**src/rtl/sram_write_cmd_sequencer.sv**
```systemverilog
// Allocates one SRAM write collector for front-pad/DRAM-body/back-pad fill, then streams its commands.
// Latency: req->alloc 1 cycle, alloc->first cmd 1 cycle; alloc_rdy/cmd_rdy and their fields hold until acked.
module sram_write_cmd_sequencer #(
  parameter int DBW     = 16,
  parameter int VSIZE   = 32,
  parameter int CSIZE   = 32,
  parameter int LBW     = 10,
  parameter int ICFG_BW = 3,
  parameter int CV_BW1  = $clog2(VSIZE + 1),
  parameter int CC_BW   = $clog2(CSIZE)
) (
  input  logic               i_clk,
  input  logic               i_rst,
  input  logic               req_rdy,
  output logic               req_ack,
  input  logic               i_which,
  input  logic [ICFG_BW-1:0] i_id,
  input  logic [DBW-1:0]     i_padv,
  input  logic [LBW:0]       i_nfront,
  input  logic [LBW:0]       i_nbody,
  input  logic [LBW:0]       i_nback,
  input  logic [CC_BW-1:0]   i_ofs,
  output logic               alloc_rdy,
  input  logic               alloc_ack,
  output logic [ICFG_BW-1:0] o_id,
  output logic [LBW:0]       o_size,
  output logic [DBW-1:0]     o_padv,
  output logic               cmd_rdy,
  input  logic               cmd_ack,
  output logic               o_which,
  output logic [1:0]         o_cmd_type,
  output logic               o_cmd_islast,
  output logic [CC_BW-1:0]   o_cmd_addrofs,
  output logic [CV_BW1-1:0]  o_cmd_len
);

  localparam int LW = LBW + 1;

  typedef enum logic [2:0] {IDLE, ALLOC, FRONT, BODY, BACK} state_t;
  typedef logic [LW-1:0] cnt_t;

  typedef struct packed {
    logic [1:0]        typ;
    logic [CV_BW1-1:0] len;
    logic [CC_BW-1:0]  addrofs;
    logic              islast;
  } cmd_t;

  localparam cnt_t VSIZE_C = cnt_t'(VSIZE);
  localparam cnt_t CSIZE_C = cnt_t'(CSIZE);

  state_t           state, nxt_state;
  cnt_t             cnt_front, cnt_body, cnt_back;
  cnt_t             nxt_front, nxt_body, nxt_back;
  logic [CC_BW-1:0] ofs_q, nxt_ofs;
  cmd_t             cmd_q, nxt_cmd;
  cnt_t             sum, cur_len;

  // First non-empty section at or after 'from'; IDLE when everything is drained.
  function automatic state_t first_sect(state_t from, cnt_t f, cnt_t b, cnt_t k);
    if (from == FRONT && f != '0) return FRONT;
    if (from != BACK && b != '0) return BODY;
    if (k != '0) return BACK;
    return IDLE;
  endfunction

  function automatic cmd_t make_cmd(state_t s, cnt_t f, cnt_t b, cnt_t k, logic [CC_BW-1:0] ofs);
    cmd_t c;
    cnt_t left, room, len, ofs_w;
    c     = '0;
    ofs_w = cnt_t'(ofs);
    if (s == BODY) begin
      left = b;
      room = CSIZE_C - ofs_w;
      len  = (left < room) ? left : room;
      if (len > VSIZE_C) len = VSIZE_C;
      c.typ     = 2'd0;
      c.addrofs = ofs;
      // A short final chunk still releases its DRAM line.
      c.islast  = ((ofs_w + len) == CSIZE_C) || (len == left);
    end else begin
      left  = (s == FRONT) ? f : k;
      len   = (left < VSIZE_C) ? left : VSIZE_C;
      c.typ = 2'd2;
    end
    c.len = CV_BW1'(len);
    return c;
  endfunction

  assign req_ack = (state == IDLE) && req_rdy;
  assign cur_len = cnt_t'(cmd_q.len);

  always_comb begin
    nxt_state = state;
    nxt_front = cnt_front;
    nxt_body  = cnt_body;
    nxt_back  = cnt_back;
    nxt_ofs   = ofs_q;
    sum       = i_nfront + i_nbody + i_nback;
    case (state)
      IDLE: if (req_rdy) begin
        nxt_front = i_nfront;
        nxt_body  = i_nbody;
        nxt_back  = i_nback;
        nxt_ofs   = i_ofs;
        // A zero-size allocation would hang the collector, so drop it here.
        nxt_state = (sum == '0) ? IDLE : ALLOC;
      end
      ALLOC: if (alloc_ack) nxt_state = first_sect(FRONT, cnt_front, cnt_body, cnt_back);
      FRONT: if (cmd_ack) begin
        nxt_front = cnt_front - cur_len;
        nxt_state = first_sect(FRONT, nxt_front, cnt_body, cnt_back);
      end
      BODY: if (cmd_ack) begin
        nxt_body  = cnt_body - cur_len;
        nxt_ofs   = ofs_q + CC_BW'(cmd_q.len);
        nxt_state = first_sect(BODY, cnt_front, nxt_body, cnt_back);
      end
      BACK: if (cmd_ack) begin
        nxt_back  = cnt_back - cur_len;
        nxt_state = first_sect(BACK, cnt_front, cnt_body, nxt_back);
      end
      default: nxt_state = IDLE;
    endcase
    nxt_cmd = make_cmd(nxt_state, nxt_front, nxt_body, nxt_back, nxt_ofs);
  end

  always_ff @(posedge i_clk or negedge i_rst) begin
    if (!i_rst) begin
      state     <= IDLE;
      cnt_front <= '0;
      cnt_body  <= '0;
      cnt_back  <= '0;
      ofs_q     <= '0;
      cmd_q     <= '0;
      alloc_rdy <= 1'b0;
      cmd_rdy   <= 1'b0;
      o_which   <= 1'b0;
      o_id      <= '0;
      o_padv    <= '0;
      o_size    <= '0;
    end else begin
      state     <= nxt_state;
      cnt_front <= nxt_front;
      cnt_body  <= nxt_body;
      cnt_back  <= nxt_back;
      ofs_q     <= nxt_ofs;
      alloc_rdy <= (nxt_state == ALLOC);
      cmd_rdy   <= (nxt_state inside {FRONT, BODY, BACK});
      if (nxt_state inside {FRONT, BODY, BACK}) cmd_q <= nxt_cmd;
      if (req_ack) begin
        o_which <= i_which;
        o_id    <= i_id;
        o_padv  <= i_padv;
        o_size  <= sum;
      end
    end
  end

  assign o_cmd_type    = cmd_q.typ;
  assign o_cmd_len     = cmd_q.len;
  assign o_cmd_addrofs = cmd_q.addrofs;
  assign o_cmd_islast  = cmd_q.islast;

endmodule

```
**config.mk**
```make
export PLATFORM = sky130hd
export DESIGN_NAME = sram_write_cmd_sequencer
export DESIGN_NICKNAME = d
export VERILOG_FILES = /design/src/rtl/sram_write_cmd_sequencer.sv
export SDC_FILE = /design/constraint.sdc
export NUM_CORES = 1
export LEC_CHECK = 0
export CAP_MARGIN = 20
export CORE_ASPECT_RATIO = 0.7
export CORE_MARGIN = 10
export CORE_UTILIZATION = 55
export CTS_CLUSTER_DIAMETER = 100
export DETAILED_ROUTE_END_ITERATION = 8
export PLACE_DENSITY_LB_ADDON = 0.08
export SYNTH_ARGS = -nofsm -noshare
export SYNTH_HDL_FRONTEND = slang
export SYNTH_SLANG_ARGS = --single-unit
```
**constraint.sdc**
```tcl
create_clock -name i_clk -period 7.5 [get_ports i_clk]
set_input_delay 1.125 -clock i_clk [delete_from_list [all_inputs] [get_ports i_clk]]
set_output_delay 1.125 -clock i_clk [all_outputs]
set_load 0.03 [all_outputs]
```
==> metrics.md, run 1 <==
| Metric | Value |
|---|---|
| Status | finished, final reports clean |
| Max clock buf depth | 2 |
| Clock sinks | between 80 and 90 |
| #FFs+latches synth | 87 |
| Post-route clock period utilization | 0.9208 |
| Final Max Slew Viols | 0 |
| Post-route ant nets | 0 |
| Area taken by multi-input logic gates | approximately 4600 µm² |
| Int Power | approximately 2.3 mW |
| Max-Cap Viols | 0 |
| Gate power share | 0.712 |
| RSZ-0062 raised after global routing | false |
| Gpl congestion | 0.9810 |
| Final hold viol count | 0 |
| CORE AREA | roughly 13000 µm² |
| Netlist cell types | 84 |
| Layout area overhead | 21.08% |
| GRT Residual Overflow | 0 |
| Root Driver | clkbuf_16 |
| Fmax | approximately 0.14 GHz |
| Antenna violations before repair | 0 |
| Setup TNS | 0 ns |
| Tightest Pin Transition | between 0.9 and 1 ns |
| First-pass GRT wire length | roughly 38 mm |
| CP Launch Type | primary input |
| CTS Hold Buffers Added | 0 |
| Post-route minimum period | between 6 and 7 ns |
| Clock share of power | 0.093 |
| WP data required | approximately 7.7 ns |
| CTS buffer count | 9 |
| Nets | 1054 |
| Cells after Synth | between 800 and 900 |
| DR DRC count | 0 |
| Slew HR | 0.3990 |
| CTS tree | built |
| HPWL after DPL | around 19 mm |
| I/O Buffers | approximately 110 |
| Top-level I/O count | between 100 and 150 |
| Top FF cell, synth | dfrtp_1 |
| Crit Path Category | in2reg |
| Wire per inst | approximately 22 µm |
| Post-Syn Nets | between 900 and 1000 |
| Drt total wl | between 20 and 25 mm |
| Final setup violation count | 0 |
| VDD IR max | 392.2 µV |
| GRT Total Usage | 0.2647 |
| Power density over the cells | ~560 nW/µm² |
| Vias per inst | 6.380 |
| Cell area after synthesis | 7057 µm² |
| Synth async-reset ratio | 1.000 |
| Die area | 17830 µm² |
| Synth Warn # | 0 |
| Via count | 7018 |
| Leak | 3.742 nW |
| Drt initial violations | roughly 800 |
| Initial core utilization | 0.5642 |
| Syn_area_per_cell | 8.381 µm² |
| Worst-path maximum fanout | 24 |
| Setup Fix Bufs, Post-CTS | 0 |
| Die height | 114.8 µm |
| Row cnt | 34 |
| H-tree depth | 3 |
| # diodes | 0 |
| Register area share after synthesis | 0.3085 |
| NetSw | between 2 and 3 mW |
| Worst EP arrival | ~7.1 ns |
| Clock skew | between 0.01 and 0.015 ns |
| Sw Ratio | 0.5314 |
| Clock-pin slew on the worst setup and hold paths | roughly 0.070 ns |
| Share of cells above drive strength 1 | 0.06397 |
| Clk_lat worst skew | about 0.35 ns |
| Final core utilization | 0.6832 |
| Seq pwr share | 0.195 |
| Worst Setup End Kind | flop |
| Largest net degree at the start of global routing | 71 |
| FF+latch area | between 2000 and 2500 µm² |
| Min-Delay Path Class | reg2reg |
| EDFF count, synth | 0 |
| Vias in the first global route | 6985 |
| Post-CTS resize count | 0 |
| FILL cells | 1019 |
| Die width | ~160 µm |
| First-pass DRT Iterations | 6 |
path summary, 6_finish.rpt:
check / from / to / slack [ns] / depth (start not counted)
worst min register to register: o_id[1]$_DFFE_PN0P_ / o_id[1]$_DFFE_PN0P_ / 0.48 / 2
max in group asynchronous: i_rst / o_cmd_addrofs[2]$_DFFE_PN0P_ / 5.66 / 2
worst min-delay path: o_id[1]$_DFFE_PN0P_ / o_id[1]$_DFFE_PN0P_ / 0.48 / 2
worst max-delay path: req_rdy / o_cmd_islast$_DFFE_PN0P_ / 0.59 / 26
worst max register to register: o_cmd_len[0]$_DFFE_PN0P_ / o_cmd_islast$_DFFE_PN0P_ / 0.83 / 25
min in group asynchronous: i_rst / cnt_front[10]$_DFF_PN0_ / 0.64 / 1
final cells by class:
cell class | instances | share of cell area
multi-input cells | 678 | 0.5339
flip-flops and latches | 87 | 0.2548
repair buffers | 119 | 0.1366
clock buffers | 9 | 0.02636
well taps | 162 | 0.02372
inverters | 38 | 0.01728
clock inverters | 7 | 0.007322
kinds of logic after synthesis:
family / share of synthesized area
xor gates and xnor gates: 0.03475
adders and majority gates: 0.1199
DFF: 0.3085
muxes: 0.02163
AOI/OAI and AO/OA: 0.2298
and+or+nand+nor: 0.2399
buffers and inverters: 0.04503
other: 0.0005314
worst max-delay path, stage by stage:
cell             delay (ns)
clkdlybuf4s50_1        0.54
or4b_4                 0.65
nand2_1                0.17
o21ai_0                0.25
inv_1                  0.19
ha_1                   0.22
inv_1                  0.06
nor3_1                 0.28
xor2_1                 0.27
ha_1                   0.30
a21oi_1                0.14
o22ai_1                0.10
nor2_1                 0.14
o31ai_2                0.13
or4_4                  0.49
nor3_1                 0.29
or2_2                  0.23
nor2_1                 0.10
ha_1                   0.28
a21o_1                 0.16
a21oi_1                0.22
a211oi_1               0.10
o21ai_0                0.18
nor2_1                 0.06
o311ai_1               0.34
o211ai_1               0.11
per-stage QoR:
stage / hold slack (ns) / power [mW] / instances / setup WS [ns] / cell area, µm²
final: 0.4790 / 4.808 / 1100 / 0.5942 / 8544
after global routing: 0.4969 / 5.191 / 1100 / 0.1804 / 8544
after CTS: 0.4813 / 4.720 / 1099 / 0.6915 / 8533
after detailed placement: 0.4635 / 4.259 / 1083 / 0.4241 / 8245
after global placement: 0.4565 / 4.177 / 1083 / 0.6680 / 8245
after floorplan: 0.5195 / 3.268 / 842 / 1.536 / 7057
state kept, by name (all words and copies together), names as in the netlist:
register and cells:
ofs_q 5, o_cmd_islast 1, cnt_front 11, o_size 11, cmd_rdy 1, state 3
o_id 3, cnt_body 11, o_cmd_addrofs 5, o_cmd_type 1, alloc_rdy 1, cnt_back 11
o_which 1, o_cmd_len 6, o_padv 16
layout by cell type, fill, tap and decap left out, types with 16 or more instances in the layout:
cell type / instances
dfrtp_1: 87
a22oi_1: 17
nor3_1: 16
inv_1: 36
clkdlybuf4s50_1: 108
fa_1: 16
o22ai_1: 18
o21ai_0: 41
nand2_1: 125
ha_1: 42
nand3_1: 19
a21oi_1: 59
nor2_1: 76
metal layers:
metal | vias up | wire (µm) | global-route usage
met5 | - | 0 | 0
met4 | 0 | 594 | 0.08085
met3 | 47 | 2963 | 0.1019
met2 | 404 | 10010 | 0.3804
met1 | 3317 | 10510 | 0.3609
li1 | 3250 | - | -
power groups by stage:
stage | Clock [mW] | Sequential (mW) | Combinational, mW
after global placement | 0 | 0.922 | 3.25
after global routing | 0.469 | 0.961 | 3.76
after CTS | 0.447 | 0.926 | 3.35
final | 0.447 | 0.935 | 3.43
after floorplan | 0 | 1.04 | 2.22
after detailed placement | 0 | 0.934 | 3.32
synth_stat cells (11+ instances only):
| cell type | count | area share |
|---|---|---|
| mux2i_1 | 13 | 0.018 |
| fa_1 | 16 | 0.045 |
| nand2_1 | 125 | 0.066 |
| nand2b_1 | 12 | 0.011 |
| ha_1 | 42 | 0.074 |
| o22ai_1 | 18 | 0.016 |
| o21ai_0 | 41 | 0.029 |
| dfrtp_1 | 87 | 0.31 |
| nor2_1 | 76 | 0.040 |
| nor4_1 | 11 | 0.0098 |
| nor3_1 | 16 | 0.011 |
| a22oi_1 | 17 | 0.018 |
| inv_1 | 36 | 0.019 |
| xnor2_1 | 15 | 0.019 |
| a21oi_1 | 59 | 0.042 |
| xor2_1 | 13 | 0.016 |
| clkbuf_1 | 29 | 0.015 |
| nand3_1 | 19 | 0.013 |
Note: power is estimated with default switching activity, not from simulation.
==> run 2, diff against run 1 <==
--- a/config.mk
+++ b/config.mk
@@ -5,12 +5,12 @@
 export SDC_FILE = /design/constraint.sdc
 export NUM_CORES = 1
 export LEC_CHECK = 0
-export CAP_MARGIN = 20
 export CORE_ASPECT_RATIO = 0.7
 export CORE_MARGIN = 10
-export CORE_UTILIZATION = 55
+export CORE_UTILIZATION = 65
 export CTS_CLUSTER_DIAMETER = 100
 export DETAILED_ROUTE_END_ITERATION = 8
+export DONT_BUFFER_PORTS = 1
 export PLACE_DENSITY_LB_ADDON = 0.08
 export SYNTH_ARGS = -nofsm -noshare
 export SYNTH_HDL_FRONTEND = slang
==> metrics.md, run 2 (synthesis gave the netlist of run 1 again) <==
| Metric | Value |
|---|---|
| Drt initial violations | 775 (was 813) |
| Crit Path Category | reg2reg (was in2reg) |
| Share of cells above drive strength 1 | 0.06440 (was 0.06397) |
| Final hold viol count | 0 (unchanged) |
| Final Max Slew Viols | 0 (unchanged) |
| Top-level I/O count | 111 (unchanged) |
| Biggest register | o_padv (unchanged) |
| Worst EP arrival | 6.99 ns (was 7.13 ns) |
| Max-Cap Viols | 0 (unchanged) |
| Clock sinks | 87 (unchanged) |
| Max clock buf depth | 2 (unchanged) |
| Vias in the first global route | 6285 (was 6985) |
| Most frequent cells in the layout | nand2_1 (125), dfrtp_1 (87), nor2_1 (76) (was nand2_1 (125), clkdlybuf4s50_1 (108), dfrtp_1 (87)) |
| Via count | 6705 (was 7018) |
| Drt total wl | 22.48 mm (was 24.08 mm) |
| Post-route clock period utilization | 0.9022 (was 0.9208) |
| Post-route minimum period | 6.767 ns (was 6.906 ns) |
| Clock-pin slew on the worst setup and hold paths | 0.08 ns (was 0.07 ns) |
| CTS Hold Buffers Added | 0 (unchanged) |
| Wire per inst | 23.51 µm (was 21.89 µm) |
| Initial core utilization | 0.6738 (was 0.5642) |
| Fmax | 0.1478 GHz (was 0.1448 GHz) |
| Clock skew | 0.01405 ns (was 0.01009 ns) |
| RSZ-0062 raised after global routing | false (unchanged) |
| Setup TNS | 0 ns (unchanged) |
| Layout area overhead | 4.362% (was 21.08%) |
| CP Launch Type | flop (was primary input) |
| Reg2reg path depth | 25 (unchanged) |
| CORE AREA | 10470 µm² (was 12510 µm²) |
| WP data required | 7.73 ns (was 7.72 ns) |
| Vias per inst | 7.014 (was 6.380) |
| I/O Buffers | 0 (was 109) |
| Post-route ant nets | 0 (unchanged) |
| Max reg flops | 16 (unchanged) |
| Most common cell after layout, fill and taps aside | nand2_1 (unchanged) |
| HPWL after DPL | 17.56 mm (was 19.03 mm) |
| CTS tree | built (unchanged) |
| Die height | 107.2 µm (was 114.8 µm) |
| Row cnt | 31 (was 34) |
| Largest net degree at the start of global routing | 88 (was 71) |
| Clk_lat worst skew | 0.36 ns (was 0.35 ns) |
| Antenna violations before repair | 1 (was 0) |
| Tightest Pin Transition | 0.8263 ns (was 0.9015 ns) |
| First-pass GRT wire length | 34.69 mm (was 37.78 mm) |
| Nets | 939 (was 1054) |
| Gpl congestion | 0.9705 (was 0.9810) |
| Min-Delay Path Class | in2async (was reg2reg) |
| DR DRC count | 0 (unchanged) |
| Root Driver | clkbuf_16 (unchanged) |
| Slew HR | 0.4471 (was 0.3990) |
| H-tree depth | 3 (unchanged) |
| CTS buffer count | 9 (unchanged) |
| Die width | 144.5 µm (was 155.4 µm) |
| Status | finished, final reports clean (unchanged) |
| Post-CTS resize count | 0 (unchanged) |
| Die area | 15490 µm² (was 17830 µm²) |
| Final setup violation count | 0 (unchanged) |
| GRT Total Usage | 0.2854 (was 0.2647) |
| Worst-path maximum fanout | 6 (was 24) |
| GRT Residual Overflow | 0 (unchanged) |
| Setup Fix Bufs, Post-CTS | 0 (unchanged) |
| First-pass DRT Iterations | 6 (unchanged) |
| Worst Setup End Kind | flop (unchanged) |
-- run 2: changes by cell type in the layout (fill, tap and decap cells not counted) --
cell	previous run	this run
clkdlybuf4s50_1	108	0
buf_4	10	4
clkinv_4	1	3
inv_8	2	0
buf_6	1	0
clkinv_2	0	1
clkinvlp_4	3	2
diode_2	0	1
-- run 2: final timing paths --
| path | from | to | slack (ns) |
|---|---|---|---|
| worst max-delay path | o_cmd_len[0]$_DFFE_PN0P_ | o_cmd_islast$_DFFE_PN0P_ | 0.73 |
| worst min-delay path | i_rst | o_size[4]$_DFFE_PN0P_ | 0.46 |
| worst max register to register | o_cmd_len[0]$_DFFE_PN0P_ | o_cmd_islast$_DFFE_PN0P_ | 0.73 |
| worst min register to register | cnt_body[10]$_DFF_PN0_ | cnt_body[10]$_DFF_PN0_ | 0.62 |
| max in group asynchronous | i_rst | o_cmd_len[2]$_DFFE_PN0P_ | 6.87 |
| min in group i_clk | cnt_body[10]$_DFF_PN0_ | cnt_body[10]$_DFF_PN0_ | 0.62 |
-- run 2: final cells by class --
cell class / count / area, µm²
sequential: 87 / 2177
timing repair buffer: 4 / 30.03
fill: 819 / 3108
clock buffer: 9 / 225.2
inverter: 38 / 147.6
clock inverter: 7 / 55.05
antenna: 1 / 2.502
multi-input combinational: 678 / 4562
tap: 132 / 165.2
-- run 2: per-layer routing --
metal | vias to the layer above | routed length [µm] | global-route usage
li1 | 3027 | - | -
met2 | 467 | 9318 | 0.4129
met5 | - | 0 | 0
met1 | 3147 | 9298 | 0.3932
met4 | 0 | 568 | 0.08561
met3 | 64 | 3291 | 0.09832
-- run 2: per-stage QoR --
stage               setup slack [ns]  hold WS (ns)  cells    util  instance area [µm²]
floorplan                      1.536        0.5195    842       -                 7057
global placement               1.016        0.5797    939  0.6762                 7082
detailed placement            0.6703        0.6059    939  0.6762                 7082
CTS                           0.8571        0.4597    955  0.7030                 7362
global route                  0.2561        0.4551    955  0.7030                 7362
finish                        0.7334        0.4610    956  0.7032                 7365
-- run 2: critical path, stage by stage, from the launching register on --
cell,delay [ns]
dfrtp_1,0.61
ha_1,0.35
fa_1,0.41
a21o_1,0.20
a21oi_1,0.28
mux2i_1,0.13
a211oi_1,0.55
nand2_1,0.32
xor2_1,0.34
ha_1,0.30
a21oi_1,0.14
o22ai_1,0.10
nor2_1,0.11
o31ai_2,0.13
nor4_2,0.43
a21oi_1,0.17
or2_2,0.36
nor2_1,0.27
ha_1,0.29
a21o_1,0.15
a21oi_1,0.24
a211oi_1,0.11
o21ai_0,0.15
nor2_1,0.05
o311ai_1,0.30
o211ai_1,0.11
Power of run 2 is not shown: default switching activity piles up to over one toggle a cycle in this logic, so the estimate is an artifact.
